--- config.mk ---
export PLATFORM = sky130hd
export DESIGN_NAME = packet_buffer_reader
export DESIGN_NICKNAME = d
export VERILOG_FILES = /design/src/rtl/packet_buffer_reader.sv
export SDC_FILE = /design/constraint.sdc
export NUM_CORES = 1
export LEC_CHECK = 0
export ABC_AREA = 1
export ABC_CLOCK_PERIOD_IN_PS = 2300
export CORE_UTILIZATION = 55
export CTS_BUF_LIST = sky130_fd_sc_hd__clkbuf_8
export DETAILED_ROUTE_END_ITERATION = 8
export MAX_ROUTING_LAYER = met4
export PLACE_DENSITY_LB_ADDON = 0.3
export SYNTH_ARGS = -nofsm -noshare
export SYNTH_HDL_FRONTEND = slang
export SYNTH_SLANG_ARGS = --single-unit
--- constraint.sdc ---
create_clock -name clk -period 2.3 [get_ports clk]
set_input_delay 0.575 -clock clk [delete_from_list [all_inputs] [get_ports clk]]
set_output_delay 0.575 -clock clk [all_outputs]
set_load 0.01 [all_outputs]
--- src/rtl/packet_buffer_reader.sv ---
// Read-side controller for the dual-port packet buffer.
// It accepts (address, length) descriptors and streams the words out through a 2-entry skid FIFO.
module packet_buffer_reader #(
  parameter int MEM_SIZE   = 1024,
  parameter int DATA_WIDTH = 16,
  parameter int LEN_WIDTH  = 8,
  localparam int AW        = $clog2(MEM_SIZE)
) (
  input  logic                  clk,
  input  logic                  reset,
  input  logic                  desc_valid,
  output logic                  desc_ready,
  input  logic [AW-1:0]         desc_addr,
  input  logic [LEN_WIDTH-1:0]  desc_len,
  output logic [AW-1:0]         mem_addr,
  output logic                  mem_re,
  input  logic [DATA_WIDTH-1:0] mem_q,
  output logic                  out_valid,
  input  logic                  out_ready,
  output logic [DATA_WIDTH-1:0] out_data,
  output logic                  out_first,
  output logic                  out_last
);

  typedef enum logic [1:0] {IDLE, READ, DRAIN} state_t;

  state_t                state_q, state_d;
  logic [AW-1:0]         ptr_q;
  logic [AW-1:0]         last_addr_q;
  logic [LEN_WIDTH-1:0]  rem_issue_q;
  logic [LEN_WIDTH-1:0]  rem_out_q;
  logic                  first_q;
  logic                  inflight_q;
  logic [DATA_WIDTH-1:0] fifo_q [2];
  logic                  head_q;
  logic [1:0]            count_q;

  logic accept;
  logic xfer;
  logic issue;
  logic wr_idx;

  assign desc_ready = (state_q == IDLE) && !reset;
  assign accept     = desc_valid && desc_ready;
  assign out_valid  = (count_q != 2'd0);
  assign xfer       = out_valid && out_ready;
  // A transfer this cycle frees a slot, so a full FIFO may still issue.
  assign issue      = !reset && (state_q == READ) &&
                      (((count_q + {1'b0, inflight_q}) < 2'd2) || xfer);
  assign mem_re     = issue;
  assign mem_addr   = issue ? ptr_q : last_addr_q;
  assign wr_idx     = head_q ^ count_q[0];

  assign out_data   = fifo_q[head_q];
  assign out_first  = out_valid && first_q;
  assign out_last   = out_valid && (rem_out_q == LEN_WIDTH'(1));

  always_comb begin
    state_d = state_q;
    case (state_q)
      IDLE:    if (accept && (desc_len != '0)) state_d = READ;
      READ:    if (issue && (rem_issue_q == LEN_WIDTH'(1))) state_d = DRAIN;
      DRAIN:   if (xfer && (rem_out_q == LEN_WIDTH'(1))) state_d = IDLE;
      default: state_d = IDLE;
    endcase
  end

  always_ff @(posedge clk) begin
    if (reset) begin
      state_q     <= IDLE;
      ptr_q       <= '0;
      last_addr_q <= '0;
      rem_issue_q <= '0;
      rem_out_q   <= '0;
      first_q     <= 1'b0;
      inflight_q  <= 1'b0;
      head_q      <= 1'b0;
      count_q     <= 2'd0;
      for (int i = 0; i < 2; i++) fifo_q[i] <= '0;
    end else begin
      state_q    <= state_d;
      inflight_q <= issue;
      if (issue) begin
        ptr_q       <= ptr_q + AW'(1);
        last_addr_q <= ptr_q;
        rem_issue_q <= rem_issue_q - LEN_WIDTH'(1);
      end
      if (xfer) begin
        rem_out_q <= rem_out_q - LEN_WIDTH'(1);
        first_q   <= 1'b0;
        head_q    <= ~head_q;
      end
      if (accept && (desc_len != '0)) begin
        ptr_q       <= desc_addr;
        rem_issue_q <= desc_len;
        rem_out_q   <= desc_len;
        first_q     <= 1'b1;
      end
      // Read data lands one cycle after its mem_re.
      if (inflight_q) fifo_q[wr_idx] <= mem_q;
      count_q <= count_q + {1'b0, inflight_q} - {1'b0, xfer};
    end
  end

  a_no_overflow: assert property (@(posedge clk) disable iff (reset)
    !(inflight_q && !xfer && (count_q == 2'd2)));

endmodule
=== Word level (Yosys, flattened, before mapping) ===
Memory sizes are Yosys's and may differ from the RTL's. A register that Yosys moved wholly into a read port is not among the register bits.
Index checks and enable logic that the tools add are counted.
Widths: inputs -> output; s select.

* Logic and storage cells: 67
* Output and inout port bits: 31
* Register bits after elaboration: 43
* Bits in writable memories: 32
* Memories: 1

{| class="wikitable"
|+ Memory list
! name !! depth !! width !! read ports !! clocked after Yosys merged registers in !! wr ports !! RTL line !! RTL
|-
| fifo_q || 2 || 16 || 1 || 1 || 2 || 34 || <nowiki>logic [DATA_WIDTH-1:0] fifo_q [2];</nowiki>
|}

* Multiplexer cells: 23
* Bitwise gates (word level): 2
* Eq/ne operators: 7
* $lt $le $gt $ge: 1
* Reductions and logical operators: 19
* $add $sub $neg: 5

{| class="wikitable"
|+ Operators by type and width
! operator !! number
|-
| $mux 8 || 4
|-
| $mux 10 || 3
|-
| $eq 8x1->1 const B || 2
|-
| $mux 16 || 1
|-
| $reduce_or 16->1 || 1
|-
| $sub 8x1->8 const B || 2
|-
| $mux 1 || 11
|-
| $add 10x1->10 const B || 1
|-
| $logic_and 1x1->1 || 10
|-
| $reduce_bool 8->1 || 1
|-
| $mux 2 || 3
|-
| $pmux 2 s3 || 1
|-
| $reduce_bool 2->1 || 3
|-
| $ne 2x1->1 const B || 2
|-
| $reduce_and 3->1 || 1
|-
| $add 2x1->2 || 1
|-
| $eq 2x1->1 const B || 1
|-
| $eq 2x2->1 const B || 1
|-
| $logic_not 2->1 || 1
|-
| $lt 2x2->1 const B || 1
|-
| $ne 2x2->1 const B || 1
|-
| $sub 2x1->2 || 1
|-
| $logic_not 1->1 || 1
|-
| $logic_or 1x1->1 || 1
|-
| other kinds (2) || 2
|}

=== Logic depth before layout (Yosys ltp) ===
* Depth in word-level cells: 7
* Depth in mapped cells: 12

=== Least setup slack after synthesis ===
No wires, ideal clock.

* Kind: input-to-output
* From: input reset
* To: output mem_addr[8]
* Cell stages on the path: 10
* Arrival time: 1.548 ns
* Path slack: 0.177 ns
* Buffers on the path: 2
* Cell sequence: buf_2 inv_2 nand3_1 inv_1 nand2_8 inv_4 buf_6 or2_1 o21ai_2 inv_1

* Longest elaborated chain between the ends: 4

{| class="wikitable"
|+ RTL lines
! item !! RTL line !! RTL
|-
| from (decl) || 10 || <nowiki>input logic reset,</nowiki>
|-
| $logic_not 1->1 || 48 || <nowiki>assign issue = !reset && (state_q == READ) &&</nowiki>
|-
| $logic_and 1x1->1 (2 in series) || 48 ||
|-
| $mux 10 || -- ||
|-
| to (decl) || 15 || <nowiki>output logic [AW-1:0] mem_addr,</nowiki>
|}

Every way passes these cells.

=== Worst setup path in the final report ===
* From: register inflight_q
* To: output mem_addr[2]

* Longest elaborated chain between the ends: 5

{| class="wikitable"
|+ RTL lines
! item !! RTL line !! RTL
|-
| from (decl) || 33 || <nowiki>logic inflight_q;</nowiki>
|-
| from (signal assigned) || 82 || <nowiki>inflight_q <= issue;</nowiki>
|-
| $add 2x1->2 || 49 || <nowiki>(((count_q + {1'b0, inflight_q}) < 2'd2) || xfer);</nowiki>
|-
| $lt 2x2->1 || 49 ||
|-
| $logic_or 1x1->1 || 49 ||
|-
| $logic_and 1x1->1 || 48 ||
|-
| $mux 10 || -- ||
|}

Every way passes these cells.

==> impl_metrics.yaml <==
setup_path:
  worst_setup_path_end_kind: "output pin"
  timing.critical_path.slowest_stage_cell: "dfxtp_2"
  timing.critical_path.mode_cell: "nand2_2"
  crit_path_start_kind: "register"
  delay_contributed_by_the_slowest_stage_of_the_critical_path_ps: 350
  worstRegToRegCells: 13
  timing.setup.critical_path_class: "reg -> out"
  path_max_fanout: 13
  critPathTopFamily: "simple AND/OR/NAND/NOR gates"
  r2r_setup_slack_ps: 660
  worstPathBufferInverterCount: 4
  critical_path_arrival_ps: 1760
  worstPathCellList: "ha_4 -> inv_2 -> nand2_2 -> nand2_2 -> nand2_4 -> nand2_8 -> inv_8 -> or2_1 -> o21ai_2 -> inv_1 -> buf_6"
  critical_path_required_ps: 1730
  regToRegEndpoint: "last_addr_q[5]$_SDFF_PP0_"
  r2r-start: "inflight_q$_SDFF_PP0_"
global_routing:
  grt_busiest_layer: "met2"
  globalRouteMet1Util: 0.316
  grt_remaining_overflow: 0
  grt_overall_usage: 0.285
  grt.met3_usage: 0.0518
  grt_pass1_vias: 3608
  use_met2: 0.511
  antenna_found_initial: 0
  grt_start_max_net_pins: 27
  wire_length_of_the_first_global_routing_pass_um: 16200
floorplanning:
  initial_utilization: 0.583
  row_count: 30
  coreArea_mm2: 0.00694
  die_outline_area_mm2: 0.00771
  die_height_um: 87.8
  io-pin-count: 69
  die_w_um: 87.8
timing:
  hold_viol: 0
  report.final.setup_viol: 5
  layout_min_cycle_time_ps: 2340
  final_min_period_over_clock_period: 1.02
  fin_skew_ps: 10.7
  slew-limit-headroom: 0.792
  fin_worst_hold_slack_ps: 470
  max_freq_ghz: 0.428
  rsz_0062_raised_after_global_routing: "true"
  tns_ps: -80.2
  worst_tran_pin_value_ps: 313
  report.final.slew_viol_count: 0
  worst_slack_ps: -36.2
layout:
  fill_cells: 472
  seq_area_mm2: 0.00185
  num-nets-final: 670
  flow.area_growth_from_synthesis_pct: 32.3
  multi_input_area_mm2: 0.00180
  antenna-diode-count: 0
  post-route-util: 0.772
  final_layout_size_suffix_gt1_frac: 0.184
hold_path:
  timing.hold.worst.start: "first_q$_SDFFE_PP0P_"
  min_delay_path_depth: 2
  worst_hold_path.endpoint: "first_q$_SDFFE_PP0P_"
  min-delay-path-class: "reg -> reg"
cts:
  cts_num_sinks: 76
  cts.path.max_buffers: 2
  cts_tree: "yes"
  cts-htree-levels: 3
  number_of_buffers_created_by_cts: 9
  clockRootBuffer: "clkbuf_8"
  clkSlewWorstSetupHoldPaths_ps: 80
  clkLatencyLatePin_ps: 340
pwr:
  post-layout-total-power_mw: 4.34
  power-per-cell-area_mw_per_mm2: 810
  vdd.ir_drop.worst_mv: 0.409
  leakagePower_nw: 2.68
logic_synthesis:
  summed_instance_area_of_the_synthesized_netlist_mm2: 0.00405
  synth-seq-area-share: 0.455
  synth_area_per_cell_um2: 7.74
  post_synth_inst_count: 523
  synthDominantCellAreaShare: 0.237
  synth.lib_cells_used.distinct: 35
  synth_nets: 568
  synth_top_cell_by_area: "edfxtp_1"
  yosys_warnings: 0
  synth_top_cells_by_area: "edfxtp_1, dfxtp_1, nand2_1"
  yosys_register_bits: 76
placement:
  port_buffers: 68
  routabilityCongestion: 0.898
  detailedPlacementHpwl_um: 7050
  dpl_worst_slack_ps: -640
status:
  run_status: "finished, violations left"
  failing_checks: "setup timing"
route:
  avgViaCountPerCell: 5.15
  route.detailed.wl_per_inst_um: 13.9
  drtAntennaViolNets: 0
  routed-via-count: 3738
  post-route-drc-count: 0
  route.final.wire_length_um: 10100
  detail_route.iter0.violations: 184
  dr.pass1.iters: 6
flow_run:
  max_cap_violations: 0
cells in the final DEF, fill, tap and decap left out, types with 7 or more instances in the layout:
master,instances
nand3_1,69
or2_1,8
clkbuf_8,9
dlymetal6s2s_1,9
nand2_1,92
nor2_1,81
dfxtp_1,40
clkdlybuf4s50_1,44
buf_4,36
o21ai_0,8
a21oi_1,18
mux2_2,16
o21ai_2,9
inv_1,84
buf_2,7
edfxtp_1,32
worst register-to-register path: cells and delay by family, from the launching register on:
kind | cells | cell delay, ps
AO/OA/AOI/OAI | 1 | 70
adder cells (fa/ha/maj) | 1 | 160
buffers and inverters | 5 | 400
flip-flops | 1 | 350
AND/OR/NAND/NOR | 6 | 560
worst max path at each step:
stage / slack, ps / depth (start not counted) / end / start
detailed placement: -640 / 10 / mem_addr[9] / reset
global placement: -620 / 10 / mem_addr[9] / reset
global route: -140 / 11 / mem_addr[2] / inflight_q$_SDFF_PP0_
CTS: -100 / 10 / mem_addr[0] / inflight_q$_SDFF_PP0_
floorplan: 180 / 10 / mem_addr[8] / reset
finish: -40 / 11 / mem_addr[2] / inflight_q$_SDFF_PP0_
synthesized netlist by cell type:
| master | number |
|---|---|
| nand3b_1 | 5 |
| ha_1 | 7 |
| a21oi_1 | 18 |
| nand4_1 | 6 |
| o21ai_2 | 8 |
| buf_2 | 11 |
| o21ai_4 | 1 |
| buf_4 | 4 |
| mux2_2 | 16 |
| edfxtp_1 | 32 |
| clkbuf_1 | 2 |
| xnor2_1 | 2 |
| xor2_1 | 2 |
| buf_6 | 1 |
| o21ai_1 | 1 |
| inv_4 | 1 |
| nand3_1 | 69 |
| and2_1 | 1 |
| nand2_8 | 1 |
| inv_2 | 1 |
| or2_1 | 8 |
| nand2_4 | 2 |
| nand2_2 | 1 |
| nor2_4 | 1 |
| inv_1 | 86 |
| nor4_1 | 1 |
| nand2_1 | 94 |
| nor3_1 | 1 |
| dfxtp_1 | 44 |
| a21o_1 | 1 |
| nand3_2 | 1 |
| nor2_1 | 82 |
| or2_2 | 2 |
| buf_1 | 2 |
| o21ai_0 | 8 |
power by group:
group          total, mW  internal, mW  switching [mW]  leakage, nW
combinational       1.61         0.794           0.821         1.88
clock               1.00         0.497           0.507        0.100
sequential          1.72          1.58           0.137        0.694
routing by layer:
layer | vias to the layer above | share of wire | wire [µm]
met3 | 18 | 0.054 | 545
met1 | 1715 | 0.41 | 4110
met2 | 139 | 0.52 | 5280
met5 | - | 0 | 0
met4 | 0 | 0.016 | 165
li1 | 1866 | - | -
registers in the layout, summed over array words and instances (netlist names), 2 cells and up, named ones only:
register	flops
last_addr_q	10
rem_issue_q	8
rem_out_q	8
count_q	2
state_q	2
ptr_q	10
fifo_q	32
area by class of cell:
type / instances / area share
clock buffer: 9 / 0.0231
clock inverter: 7 / 0.0128
inverter: 88 / 0.0631
multi-input combinational: 339 / 0.335
sequential: 76 / 0.345
tap: 96 / 0.0224
timing repair buffer: 111 / 0.198
metrics by stage:
step | instances | cell area [µm²]
final | 726 | 5360
after detailed placement | 697 | 5000
after floorplan | 523 | 4050
after CTS | 723 | 5280
after global routing | 726 | 5360
after global placement | 697 | 5000
what timing repair did:
action / CTS / global route
cloned: 0 / 1
endpoints found under the setup margin: 29 / 28
hold endpoints to repair: 0 / 0
buffers inserted: 10 / 2
pin swaps: 7 / 7
hold buffers: 0 / 0
gates resized for setup: 60 / 20
cells by family after synthesis:
family                   after synthesis  synth area share
buffers and inverters                108             0.110
XOR/XNOR                               4           0.00865
AO/OA/AOI/OAI                         37            0.0566
flip-flops                            76             0.455
adder cells (fa/ha/maj)                7            0.0216
AND/OR/NAND/NOR                      275             0.304
multiplexers                          16            0.0445
(Power assumes the default switching activity.)
